===== src/rtl/imem_loader_pkg.sv =====
// Shared constants for the boot-time instruction-memory loader: state codes,
// reset PC and frame layout.
package imem_loader_pkg;

   typedef logic [2:0] state_t;

   localparam state_t ST_IDLE   = 3'd0;
   localparam state_t ST_LEN_HI = 3'd1;
   localparam state_t ST_LEN_LO = 3'd2;
   localparam state_t ST_DATA   = 3'd3;
   localparam state_t ST_CSUM   = 3'd4;
   localparam state_t ST_RUN    = 3'd5;
   localparam state_t ST_ERR    = 3'd6;

   // Must track the core's PC reset value so the first fetch hits word 0.
   localparam logic [31:0] RESET_PC = 32'h0040_0000;

   localparam int LEN_BYTES      = 2;
   localparam int BYTES_PER_WORD = 4;

   function automatic logic is_receiving(input state_t st);
      return (st == ST_LEN_HI) || (st == ST_LEN_LO) || (st == ST_DATA) || (st == ST_CSUM);
   endfunction

endpackage


===== src/rtl/imem_loader_if.sv =====
// Byte-stream, instruction-memory write and status signals of the loader.
interface imem_loader_if;

   logic        load_start;
   logic        in_valid;
   logic [7:0]  in_data;
   logic        in_ready;
   logic        im_we;
   logic [31:0] im_addr;
   logic [31:0] im_wdata;
   logic        cpu_run;
   logic        busy;
   logic        error;

   modport master (
      output load_start, in_valid, in_data,
      input  in_ready, im_we, im_addr, im_wdata, cpu_run, busy, error
   );

   modport slave (
      input  load_start, in_valid, in_data,
      output in_ready, im_we, im_addr, im_wdata, cpu_run, busy, error
   );

endinterface


===== src/rtl/imem_loader_byte_word_packer.sv =====
// Packs big-endian bytes into 32-bit words; word_valid pulses the cycle after
// the fourth byte of a word is accepted, and word holds until the next one.
module imem_loader_byte_word_packer
   import imem_loader_pkg::*;
(
   input  logic        clk,
   input  logic        rst,
   input  logic        clr,
   input  logic        byte_valid,
   input  logic [7:0]  byte_data,
   output logic        last_byte,
   output logic        word_valid,
   output logic [31:0] word
);

   localparam int CNT_W   = $clog2(BYTES_PER_WORD);
   localparam int SHIFT_W = (BYTES_PER_WORD - 1) * 8;
   localparam logic [CNT_W-1:0] LAST_CNT = CNT_W'(BYTES_PER_WORD - 1);

   logic [CNT_W-1:0]   cnt_q, cnt_d;
   logic [SHIFT_W-1:0] shift_q, shift_d;
   logic [31:0]        word_q, word_d;
   logic               word_valid_q, word_valid_d;
   logic [31:0]        assembled;

   // Earlier bytes move up one lane; the incoming byte lands in the LSB lane.
   genvar gi;
   generate
      for (gi = 0; gi < BYTES_PER_WORD - 1; gi++) begin : g_lane
         assign assembled[8*(gi+1) +: 8] = shift_q[8*gi +: 8];
      end
   endgenerate
   assign assembled[7:0] = byte_data;

   assign last_byte = byte_valid && !clr && (cnt_q == LAST_CNT);

   always_comb begin
      cnt_d        = cnt_q;
      shift_d      = shift_q;
      word_d       = word_q;
      word_valid_d = 1'b0;
      if (clr) begin
         cnt_d   = '0;
         shift_d = '0;
      end else if (byte_valid) begin
         if (cnt_q == LAST_CNT) begin
            word_d       = assembled;
            word_valid_d = 1'b1;
            cnt_d        = '0;
            shift_d      = '0;
         end else begin
            shift_d = assembled[SHIFT_W-1:0];
            cnt_d   = cnt_q + CNT_W'(1);
         end
      end
   end

   always_ff @(posedge clk) begin
      if (rst) begin
         cnt_q        <= '0;
         shift_q      <= '0;
         word_q       <= '0;
         word_valid_q <= 1'b0;
      end else begin
         cnt_q        <= cnt_d;
         shift_q      <= shift_d;
         word_q       <= word_d;
         word_valid_q <= word_valid_d;
      end
   end

   assign word_valid = word_valid_q;
   assign word       = word_q;

endmodule


===== src/rtl/imem_loader.sv =====
// Boot loader: receives a length/data/XOR-checksum frame, writes it into
// instruction memory from BASE_ADDR, and releases the core once it verifies.
module imem_loader
   import imem_loader_pkg::*;
#(
   parameter logic [31:0] BASE_ADDR   = RESET_PC,
   parameter int          DEPTH_WORDS = 256
) (
   input  logic         clk,
   input  logic         rst,
   imem_loader_if.slave bus
);

   localparam int LEN_W = LEN_BYTES * 8;
   localparam logic [LEN_W:0] MAX_LEN = DEPTH_WORDS[LEN_W:0];

   state_t           state_q, state_d;
   logic [LEN_W-1:0] len_q, len_d;
   logic [LEN_W-1:0] word_idx_q, word_idx_d;
   logic [7:0]       csum_q, csum_d;
   logic [31:0]      im_addr_q, im_addr_d;

   logic             in_ready;
   logic             accept;
   logic             restart;
   logic             pk_byte_valid;
   logic             pk_last_byte;
   logic             pk_word_valid;
   logic [31:0]      pk_word;
   logic [LEN_W-1:0] len_full;

   assign in_ready      = is_receiving(state_q);
   assign accept        = bus.in_valid && in_ready;
   assign restart       = bus.load_start &&
                          ((state_q == ST_IDLE) || (state_q == ST_RUN) || (state_q == ST_ERR));
   assign pk_byte_valid = accept && (state_q == ST_DATA);
   assign len_full      = {len_q[LEN_W-9:0], bus.in_data};

   imem_loader_byte_word_packer u_packer (
      .clk        (clk),
      .rst        (rst),
      .clr        (restart),
      .byte_valid (pk_byte_valid),
      .byte_data  (bus.in_data),
      .last_byte  (pk_last_byte),
      .word_valid (pk_word_valid),
      .word       (pk_word)
   );

   always_comb begin
      state_d    = state_q;
      len_d      = len_q;
      word_idx_d = word_idx_q;
      csum_d     = csum_q;
      im_addr_d  = im_addr_q;
      if (restart) begin
         state_d    = ST_LEN_HI;
         len_d      = '0;
         word_idx_d = '0;
         csum_d     = '0;
      end else if (accept) begin
         case (state_q)
            ST_LEN_HI: begin
               len_d   = len_full;
               state_d = ST_LEN_LO;
            end
            ST_LEN_LO: begin
               len_d = len_full;
               if ((len_full == '0) || ({1'b0, len_full} > MAX_LEN)) begin
                  state_d = ST_ERR;
               end else begin
                  state_d = ST_DATA;
               end
            end
            ST_DATA: begin
               csum_d = csum_q ^ bus.in_data;
               // Address is latched with the word so it lines up with the im_we pulse.
               if (pk_last_byte) begin
                  im_addr_d  = BASE_ADDR + {{(30-LEN_W){1'b0}}, word_idx_q, 2'b00};
                  word_idx_d = word_idx_q + LEN_W'(1);
                  if (word_idx_q == len_q - LEN_W'(1)) begin
                     state_d = ST_CSUM;
                  end
               end
            end
            ST_CSUM: begin
               state_d = (bus.in_data == csum_q) ? ST_RUN : ST_ERR;
            end
            default: ;
         endcase
      end
   end

   always_ff @(posedge clk) begin
      if (rst) begin
         state_q    <= ST_IDLE;
         len_q      <= '0;
         word_idx_q <= '0;
         csum_q     <= '0;
         im_addr_q  <= BASE_ADDR;
      end else begin
         state_q    <= state_d;
         len_q      <= len_d;
         word_idx_q <= word_idx_d;
         csum_q     <= csum_d;
         im_addr_q  <= im_addr_d;
      end
   end

   assign bus.in_ready = in_ready;
   assign bus.im_we    = pk_word_valid;
   assign bus.im_addr  = im_addr_q;
   assign bus.im_wdata = pk_word;
   assign bus.cpu_run  = (state_q == ST_RUN);
   assign bus.busy     = in_ready;
   assign bus.error    = (state_q == ST_ERR);

endmodule


===== src/flat_wrapper.sv =====
// flat-port wrapper written by rule: the top's interface ports become plain ports
module imem_loader_flat import imem_loader_pkg::*;
#(
   parameter logic [31:0] BASE_ADDR   = RESET_PC,
   parameter int          DEPTH_WORDS = 256
)
  (clk, rst, bus_load_start, bus_in_valid, bus_in_data, bus_in_ready, bus_im_we, bus_im_addr, bus_im_wdata, bus_cpu_run, bus_busy, bus_error);
  imem_loader_if bus_i ();
  input  logic clk;
  input  logic rst;
  input wire logic [$bits(bus_i.load_start)-1:0] bus_load_start;
  input wire logic [$bits(bus_i.in_valid)-1:0] bus_in_valid;
  input wire logic [$bits(bus_i.in_data)-1:0] bus_in_data;
  output wire logic [$bits(bus_i.in_ready)-1:0] bus_in_ready;
  output wire logic [$bits(bus_i.im_we)-1:0] bus_im_we;
  output wire logic [$bits(bus_i.im_addr)-1:0] bus_im_addr;
  output wire logic [$bits(bus_i.im_wdata)-1:0] bus_im_wdata;
  output wire logic [$bits(bus_i.cpu_run)-1:0] bus_cpu_run;
  output wire logic [$bits(bus_i.busy)-1:0] bus_busy;
  output wire logic [$bits(bus_i.error)-1:0] bus_error;
  assign bus_i.load_start = bus_load_start;
  assign bus_i.in_valid = bus_in_valid;
  assign bus_i.in_data = bus_in_data;
  assign bus_in_ready = bus_i.in_ready;
  assign bus_im_we = bus_i.im_we;
  assign bus_im_addr = bus_i.im_addr;
  assign bus_im_wdata = bus_i.im_wdata;
  assign bus_cpu_run = bus_i.cpu_run;
  assign bus_busy = bus_i.busy;
  assign bus_error = bus_i.error;
  imem_loader #(.BASE_ADDR(BASE_ADDR), .DEPTH_WORDS(DEPTH_WORDS)) u_core (.clk(clk), .rst(rst), .bus(bus_i));
endmodule

===== config.mk =====
export PLATFORM = sky130hd
export DESIGN_NAME = imem_loader_flat
export DESIGN_NICKNAME = d
export VERILOG_FILES = /design/src/rtl/imem_loader_pkg.sv /design/src/rtl/imem_loader_if.sv /design/src/rtl/imem_loader_byte_word_packer.sv /design/src/rtl/imem_loader.sv /design/src/flat_wrapper.sv
export SDC_FILE = /design/constraint.sdc
export NUM_CORES = 1
export LEC_CHECK = 0
export CORE_UTILIZATION = 35
export DETAILED_ROUTE_END_ITERATION = 10
export DONT_BUFFER_PORTS = 1
export GPL_TIMING_DRIVEN = 1
export SLEW_MARGIN = 20
export SYNTH_ARGS = -nofsm -noshare
export SYNTH_HDL_FRONTEND = slang
export SYNTH_SLANG_ARGS = --single-unit

===== constraint.sdc =====
create_clock -name clk -period 3.95 [get_ports clk]
set_input_delay 0.79 -clock clk [delete_from_list [all_inputs] [get_ports clk]]
set_output_delay 0.79 -clock clk [all_outputs]
set_load 0.005 [all_outputs]

==> flow_summary.yaml <==
logic_synthesis:
  synth.area.top_cells: "dfxtp_1 (45%), nand2_1 (11%), a21oi_1 (9.2%)"
  syn_avg_cell_area_sq_um: 8.00
  syn_inst: 663
  yosys_warnings: 0
  synth_flop_cell: "dfxtp_1"
  synth.top_cell.area_share: 0.445
  synth_cell_type_count: 54
  synth_async_sr_flop_share: 0
  synth_top_cell_by_area: "dfxtp_1"
  synth_seq_cells: 118
  synth_edf_count: 0
  ys_seq_area_frac: 0.445
  syn_area_sq_mm: 0.00530
timing:
  rsz0062_at_grt: "false"
  slew_viol_final: 0
  fin_crit_sh: 0.726
  finClkSkew_ns: 0.00747
  finalCriticalPeriod_ns: 2.87
  setup_tns_ns: 0
  hold_violations: 0
  worst_pin_slew_ns: 0.782
  setup_violations: 0
  relSlewSlack: 0.479
  fmax_mhz: 349
critical_path:
  required_ns: 4.23
  worst-setup-path-type: "flip-flop to flip-flop"
  max_stage_delay_ns: 0.50
  arrival_ns: 3.15
  cp-start-kind: "flip-flop"
  crit_slowest_cell: "or4_1"
  path_cells: "inv_1, ha_1, nor3b_4, nand3_1, or3_2, xnor2_1, or4_1, o41ai_2, o32ai_1"
  cp_num_buf_inv: 1
  end_kind: "flip-flop"
  crit_family: "simple AND/OR/NAND/NOR gates"
  worst-path-max-fanout: 7
grt:
  track_usage: 0.168
  grt_pass1_wl_um: 20900
  overflow: 0
  grt_max_degree: 52
  grt_pass1_vias: 4147
  antenna_found_initial: 0
floorplanning:
  ios: 81
  start_util: 0.362
  core_sq_mm: 0.0146
  die_h_um: 125
  die_area_sq_mm: 0.0156
  die_w_um: 125
  rows: 44
power:
  p_leak_nw: 2.02
  power_mw: 3.07
  power.switching_uw: 707
  ir_drop_mv: 0.317
  pwr-share-seq: 0.395
  pwr-share-clk: 0.546
  power_frac_comb: 0.059
  swShare: 0.230
  power.internal_mw: 2.37
  powerDensity_mw_per_mm2: 514
final_layout:
  final_util: 0.408
  ff_latch_area_sq_mm: 0.00236
  diodes: 0
  multiInputGateArea_sq_mm: 0.00266
  syn2layout_area_growth_pct: 12.8
  final_common_cell: "nand2_1"
  final_cell_mix: "nand2_1 (152), dfxtp_1 (118), a21oi_1 (97)"
  fill_cells: 1451
  layout-drive-gt1-share: 0.0824
  nNetsFinal: 658
detailed_routing:
  drt-initial-drc-count: 207
  num_vias: 4298
  drt-total-wl_um: 12800
  wire_per_inst_um: 15.3
  first_pass_iters: 10
  ant_nets: 0
  drt-vias-per-instance: 5.12
  drc: 4
clock_network:
  root_buffer: "clkbuf_16"
  cts_sinks: 118
  clock_latency_ns: 0.42
  path_clk_slew_ns: 0.06
  cts_resized: 0
  cts_tree: "yes"
  h-tree-depth: 4
  hold_buffers: 0
  cts_max_path_buffers: 2
  post-cts-setup-buffers: 0
  cts_buffers: 17
min_path:
  hp-class: "input port to flip-flop"
run:
  maxCapViolCount: 0
place:
  gp_congestion: 0.884
  dp_hpwl_um: 8690
  io_buffers: 0
run_status:
  outcome: "finished with violations"
  violations: "design-rule violations"
[stage by stage]
stage / cells / cell area, sq um / hold slack [ns] / setup slack, ns
detailed placement: 807 / 5340 / 0.451 / 1.05
finish: 839 / 5980 / 0.447 / 1.08
global placement: 807 / 5340 / 0.447 / 1.12
CTS: 839 / 5980 / 0.424 / 1.06
global route: 839 / 5980 / 0.423 / 0.896
floorplan: 677 / 5360 / 0.432 / 1.36
[logic make-up after synthesis]
logic type / synth area share
buffers and inverters: 0.0630
flip-flops: 0.445
AND/OR/NAND/NOR: 0.256
XOR/XNOR: 0.0859
multiplexers: 0.00991
other: 0.00142
adder cells (fa/ha/maj): 0.00944
AO/OA/AOI/OAI: 0.128
[cell type report]
class / count / share of cell area
Clock inverter: 13 / 0.0320
Multi-Input combinational cell: 491 / 0.445
Sequential cell: 118 / 0.395
Clock buffer: 19 / 0.0757
Timing Repair Buffer: 8 / 0.0100
Tap cell: 184 / 0.0385
Inverter: 6 / 0.00377
[power groups by stage]
stage               Combinational [mW]  Clock (mW)  Sequential, mW
global route                     0.202        1.75            1.22
CTS                              0.181        1.70            1.22
detailed placement               0.180           0            1.24
finish                           0.181        1.68            1.22
global placement                 0.176           0            1.24
floorplan                        0.178           0            1.23
[worst reg2reg max path, delay by kind of cell, from the launching register on]
family / cells / cell delay, ns
DFF: 1 / 0.37
buffers and inverters: 1 / 0.09
and+or+nand+nor: 4 / 1.46
adders and majority gates: 1 / 0.20
xor gates and xnor gates: 1 / 0.14
AOI/OAI and AO/OA: 2 / 0.47
[synth_stat cells (2+ instances only)]
cell type    n
nand2_1    152
dfxtp_1    118
a21oi_1     97
nor2_1      61
clkbuf_1    40
xnor2_1     27
xor2_1      25
nor3b_1     24
buf_4       18
o21ai_0     11
nand3_1      7
inv_1        6
nand4_1      6
nor3_1       5
or3_1        5
ha_1         4
nand2b_1     4
nor4_1       4
a211oi_1     3
mux2i_1      3
a31oi_1      2
and2_1       2
and3_1       2
buf_1        2
conb_1       2
mux2_2       2
nor2b_1      2
or4_1        2
or4_4        2
[routing by layer]
metal	vias to the layer above	GRT usage	wire [um]
li1	2138	-	-
met1	2021	0.197	5630
met2	115	0.278	6120
met3	24	0.0556	751
met4	0	0.0775	317
met5	-	0	0
[sequential cells by signal, summed over array words and instances, names as in the netlist]
| register | flops |
|---|---|
| u_core.u_packer.word | 32 |
| u_core.u_packer.shift_q | 24 |
| u_core.bus.im_addr | 16 |
| u_core.len_q | 16 |
| u_core.word_idx_q | 16 |
| u_core.csum_q | 8 |
| u_core.state_q | 3 |
| u_core.u_packer.cnt_q | 2 |
| u_core.u_packer.word_valid | 1 |
[path summary, 6_finish.rpt]
check / from / to / slack [ns] / depth (start not counted)
max: u_core.len_q[0] / u_core.state_q[1] / 1.08 / 9
min: rst / u_core.state_q[0] / 0.45 / 1
max reg2reg: u_core.len_q[0] / u_core.state_q[1] / 1.08 / 9
min reg2reg: u_core.u_packer.shift_q[23] / u_core.u_packer.word[31] / 0.46 / 2
Note: power is estimated with default switching activity, not from simulation.
